==> src/rtl/prescaler.sv <==
// Programmable rollover prescaler with deferred period reload.
// Emits one roll-over pulse every active_period enabled cycles.
module prescaler #(
  parameter int unsigned WIDTH        = 16,
  parameter int unsigned RESET_PERIOD = 1000
) (
  input  logic             i_clk,
  input  logic             i_reset,
  input  logic             i_enable,
  input  logic             i_load,
  input  logic [WIDTH-1:0] i_period,
  output logic             o_roll_over,
  output logic             o_load_ack,
  output logic             o_pending,
  output logic [WIDTH-1:0] o_count
);

  localparam logic [WIDTH-1:0] RST_PER = WIDTH'(RESET_PERIOD);
  localparam logic [WIDTH-1:0] ONE     = WIDTH'(1);

  logic [WIDTH-1:0] count_q, count_d;
  logic [WIDTH-1:0] act_q, act_d;
  logic [WIDTH-1:0] pper_q, pper_d;
  logic             pend_q, pend_d;
  logic             roll_q, roll_d;
  logic             ack_q, ack_d;

  logic [WIDTH-1:0] term;
  logic             wrap;

  // Periods 0 and 1 both collapse to a terminal of 0.
  always_comb begin
    term = '0;
    if (act_q > ONE) term = act_q - ONE;
  end

  assign wrap = i_enable && (count_q == term);

  // Next state: count, wrap-aligned period swap, pending capture.
  always_comb begin
    count_d = count_q;
    act_d   = act_q;
    pper_d  = pper_q;
    pend_d  = pend_q;
    roll_d  = 1'b0;
    ack_d   = 1'b0;
    if (wrap) begin
      count_d = '0;
      roll_d  = 1'b1;
      if (i_load) begin
        act_d  = i_period;
        pend_d = 1'b0;
        ack_d  = 1'b1;
      end else if (pend_q) begin
        act_d  = pper_q;
        pend_d = 1'b0;
        ack_d  = 1'b1;
      end
    end else begin
      if (i_enable) count_d = count_q + ONE;
      if (i_load) begin
        pper_d = i_period;
        pend_d = 1'b1;
      end
    end
  end

  // State registers; reset overrides any load in the same cycle.
  always_ff @(posedge i_clk) begin
    if (i_reset) begin
      count_q <= '0;
      act_q   <= RST_PER;
      pper_q  <= '0;
      pend_q  <= 1'b0;
      roll_q  <= 1'b0;
      ack_q   <= 1'b0;
    end else begin
      count_q <= count_d;
      act_q   <= act_d;
      pper_q  <= pper_d;
      pend_q  <= pend_d;
      roll_q  <= roll_d;
      ack_q   <= ack_d;
    end
  end

  assign o_roll_over = roll_q;
  assign o_load_ack  = ack_q;
  assign o_pending   = pend_q;
  assign o_count     = count_q;

endmodule

==> config.mk <==
export PLATFORM = sky130hd
export DESIGN_NAME = prescaler
export DESIGN_NICKNAME = d
export VERILOG_FILES = /design/src/rtl/prescaler.sv
export SDC_FILE = /design/constraint.sdc
export NUM_CORES = 1
export LEC_CHECK = 0
export BUFFER_PORTS_ARGS = -buffer_cell sky130_fd_sc_hd__buf_4
export CAP_MARGIN = 20
export CORE_MARGIN = 2
export CORE_UTILIZATION = 45
export DETAILED_ROUTE_END_ITERATION = 7
export PLACE_DENSITY = 0.71
export SYNTH_ARGS = -nofsm -noshare
export SYNTH_HDL_FRONTEND = slang
export SYNTH_SLANG_ARGS = --single-unit
==> constraint.sdc <==
create_clock -name i_clk -period 7.4 [get_ports i_clk]
set_input_delay 0.37 -clock i_clk [delete_from_list [all_inputs] [get_ports i_clk]]
set_output_delay 0.37 -clock i_clk [all_outputs]
set_load 0.01 [all_outputs]
# Word level (Yosys, flattened, before mapping)
# Cells that the tools add are included.
[totals]
regBits = 51
inputBits = 20
out_inout_bits = 19
[classes]
add_sub_neg = 2
order_cmp = 1
eq_ne = 1
mux = 6
bitwise = 1
reduce_logical = 6
[ops]
columns = ["cell", "count"]
rows = [
  ["16-bit two-way mux", 3],
  ["16-bit by 1-bit adder with 16-bit output, second input constant", 1],
  ["16-bit == test", 1],
  ["16-bit by 1-bit > comparator with 1-bit output, second input constant", 1],
  ["16-bit by 1-bit subtractor with 16-bit output, second input constant", 1],
  ["2-bit AND reduction", 2],
  ["2-bit OR reduction", 2],
  ["1-bit two-way mux", 3],
  ["2-bit nonzero test", 1],
  ["1-bit logical AND", 1],
  ["1-bit inverter", 1],
]

# Logic depth before layout (Yosys ltp)
[logic_depth]
ltp_word = 6
depth_mapped = 14
depth_no_buf = 10

# Worst setup path after synthesis
# No wires, ideal clock.
[synth_timing]
path_type = "register to register"
startpoint = "reg act_q[0]"
endpoint = "reg act_q[11]"
setup_ns = 0.121
t_arrival_ns = 3.473
path_slack_ns = 3.806
path_stages_with_launch = 14
period_less_slack_ns = 3.594
cell_sequence = "dfxtp_1 -> buf_6 -> inv_1 -> ha_1 -> clkbuf_1 -> or4b_1 -> or3_1 -> and2_1 -> o2bb2ai_1 -> or4_1 -> nor4_4 -> nand3b_4 -> buf_6 -> mux2_4"
[synth_between]
elab_chain_len = 5
[synth_rtl]
columns = ["item", "line", "source"]
rows = [
  ["start: declaration", "22", "logic [WIDTH-1:0] act_q, act_d;"],
  ["start signal: assignment", "79", "act_q <= act_d;"],
  ["16-bit by 1-bit subtractor with 16-bit output or 16-bit by 1-bit > comparator with 1-bit output (tied branches)", "34", "if (act_q > ONE) term = act_q - ONE;"],
  ["16-bit two-way mux (*)", "34", ""],
  ["16-bit == test (*)", "37", "assign wrap = i_enable && (count_q == term);"],
  ["1-bit logical AND (*)", "37", ""],
  ["2-bit AND reduction (no line) (*)", "--", ""],
]
# Mark *: on every way between the ends. The rest lies on a longest branch, timed or not.
# A chain may end at the register's enable or synchronous reset.

# Worst setup path after layout
# Ends and elaborated chain as after synthesis.

==> flow_summary.json <==
{
  "internal-power_mw": 0.376,
  "die_h_um": 88.1,
  "outcome": "complete, no violations",
  "fillCellCount": 690,
  "pin_count": 39,
  "synthMuxAreaShare": 0.144,
  "clk_pin_slew_worst_paths_ns": 0.10,
  "routed_wl_mm": 7.17,
  "routed.top_layer": "met4",
  "power_leakage_nw": 1.48,
  "rsz0062_at_grt": "false",
  "grt_pass1_vias": 2525,
  "cp_max_fo": 16,
  "yosys-top-cells-count": "dfxtp_1 (51), nor2_1 (51), nand2b_1 (34)",
  "syn_inst": 377,
  "rows": 30,
  "synth.net_count": 400,
  "finClkSkew_ns": 0.00780,
  "setup_viol": 0,
  "met3_length_um": 313,
  "yosys.area_share.xor_xnor": 0.0660,
  "synth.top_cell.area_share": 0.321,
  "yosys_warnings": 0,
  "drive_gt1_frac": 0.148,
  "avgSynthCellArea_um2": 8.44,
  "cts-resized-gates": 0,
  "ys_seq_elements": 51,
  "cts_max_level": 2,
  "ys.flop_type": "dfxtp_1",
  "synth_top_area_cell": "dfxtp_1",
  "synth-edff-count": 0,
  "avgViaCountPerCell": 5.52,
  "grt_overflow": 0,
  "syn-cell-area_um2": 3180,
  "cts.sinks": 51,
  "setup_tns_ns": 0,
  "worstMarginPinSlew_ns": 0.914,
  "async_reset_ff_frac": 0,
  "fp.coreArea_um2": 6830,
  "clockBufferDepth": 2,
  "syn2layout_area_growth_pct": 12.4,
  "grt_pass1_wl_mm": 12.1,
  "p_sw_frac": 0.258,
  "slew_headroom": 0.385,
  "regArea_um2": 1020,
  "cap_violations": 0,
  "crit_path_start_kind": "register",
  "dr.first_iter.drc_count": 231,
  "switching_power_mw": 0.130,
  "die-area_um2": 7760,
  "antenna_found_initial": 0,
  "slew_violations": 0,
  "wl_met2_mm": 3.38,
  "grt_max_degree": 68,
  "wl_per_cell_um": 14.5,
  "crit_required_ns": 7.61,
  "post-dp-hpwl_mm": 5.25,
  "combPwrFrac": 0.098,
  "min_period_ns": 3.82,
  "grt.total_usage": 0.195,
  "drt-met1-wl_mm": 3.35,
  "vdd_ir_drop_max_uv": 113,
  "clockRootBuffer": "clkbuf_8",
  "clockPowerShare": 0.336,
  "synthAdderAreaFrac": 0.0118,
  "seq_area_frac_synth": 0.321,
  "period_share": 0.517,
  "port_buffers": 38,
  "endpoint_kind": "register",
  "synth.distinct_cells": 50,
  "synth.area.top_cells": "dfxtp_1 (32%), mux2i_1 (10%), nand2b_1 (6.7%)",
  "first_pass_iters": 4,
  "seqPwrFrac": 0.567,
  "cts_setup_buffers": 0,
  "multi_input_area_um2": 2010,
  "synthSimpleGateAreaFrac": 0.302,
  "die_x_um": 88.1,
  "hp-class": "input pin to register",
  "synth_top_family_by_area": "simple AND/OR/NAND/NOR gates",
  "antenna_cells": 0,
  "hold_violations": 0,
  "vias": 2725,
  "route.detailed.drc": 0,
  "fmax_ghz": 0.262,
  "arrival_ns": 4.03,
  "cts_tree": "yes",
  "globalplace.congestion": 0.977,
  "final_nets": 420,
  "power_mw": 0.506,
  "hold_buffers": 0,
  "critPathKind": "register to register",
  "synth_compound_gate_area_share": 0.106,
  "cts_made_buffers": 5,
  "ant_nets": 0,
  "powerDensity_nw_per_um2": 141,
  "start_util": 0.466,
  "clk_latency_ns": 0.31
}
layout make-up:
cell class	instances	share of cell area
clock buffer	6	0.0203
timing repair buffer	39	0.0874
clock inverter	2	0.00490
inverter	7	0.00735
multi-input combinational	293	0.561
sequential	51	0.285
tap	96	0.0336
cells in the final DEF (no fill, tap or decap), types with 6 or more instances in the layout:
master	instances
mux2i_1	33
xor2_1	11
a21oi_1	7
xnor2_1	13
nand2b_1	34
nand2_1	13
buf_4	38
o21ai_0	10
inv_1	7
and3_1	7
nand4_1	8
nor2b_1	17
nor2_1	51
nor4_1	11
nand3_1	6
mux2_2	6
a211oi_1	8
or4_1	6
nor3_1	6
dfxtp_1	51
path summary, 6_finish.rpt:
kind                      from    endpoint  slack, ns  depth (start not counted)
hold / removal    i_period[14]  pper_q[14]       0.32                          3
setup reg to reg      act_q[0]   act_q[11]       3.58                         10
setup / recovery      act_q[0]   act_q[11]       3.58                         10
hold reg to reg      pper_q[9]   pper_q[9]       0.47                          2
power groups by stage:
stage	clock network [mW]	registers, mW	logic, mW
global placement	0	0.293	0.0473
global route	0.184	0.288	0.0552
floorplan	0	0.292	0.0324
CTS	0.175	0.287	0.0501
detailed placement	0	0.293	0.0500
finish	0.170	0.287	0.0494
critical path, stage by stage, from the launching register on:
cell and delay [ns]:
dfxtp_1 0.41, inv_1 0.14, ha_1 0.31, or4b_1 0.53, or3_1 0.34, and2_1 0.17, o2bb2ai_1 0.11, or4_1 0.57
nor4_4 0.44, nand3b_4 0.33, mux2_4 0.38
per-layer routing:
layer  vias to the layer above  global-route usage
met5                         -                   0
met4                         0              0.0523
met3                        12              0.0330
met2                        69               0.336
met1                      1275               0.252
li1                       1369                   -
registers in the layout, indices dropped and copies added, names as in the netlist:
name / flops
act_q: 16
o_count: 16
o_load_ack: 1
pper_q: 16
o_roll_over: 1
o_pending: 1
stage by stage:
step / util / cells / hold slack, ns / setup WS (ns) / instance area, µm²
2_1_floorplan: - / 377 / 0.444 / 3.81 / 3180
3_3_place_gp: 0.506 / 485 / 0.453 / 3.66 / 3460
3_5_place_dp: 0.510 / 486 / 0.460 / 3.60 / 3490
4_1_cts: 0.524 / 494 / 0.321 / 3.58 / 3580
5_1_grt: 0.524 / 494 / 0.331 / 3.36 / 3580
6_report: 0.524 / 494 / 0.322 / 3.58 / 3580
cells by family (layout without fill, tap and decap cells):
logic type,count (synthesis),after routing
buf+inv,33,54
compound gates,49,49
flops,51,51
xor+xnor,24,24
mux,43,43
fa+ha+maj,3,3
simple gates,174,174
Power figures use the tool's default switching activity.
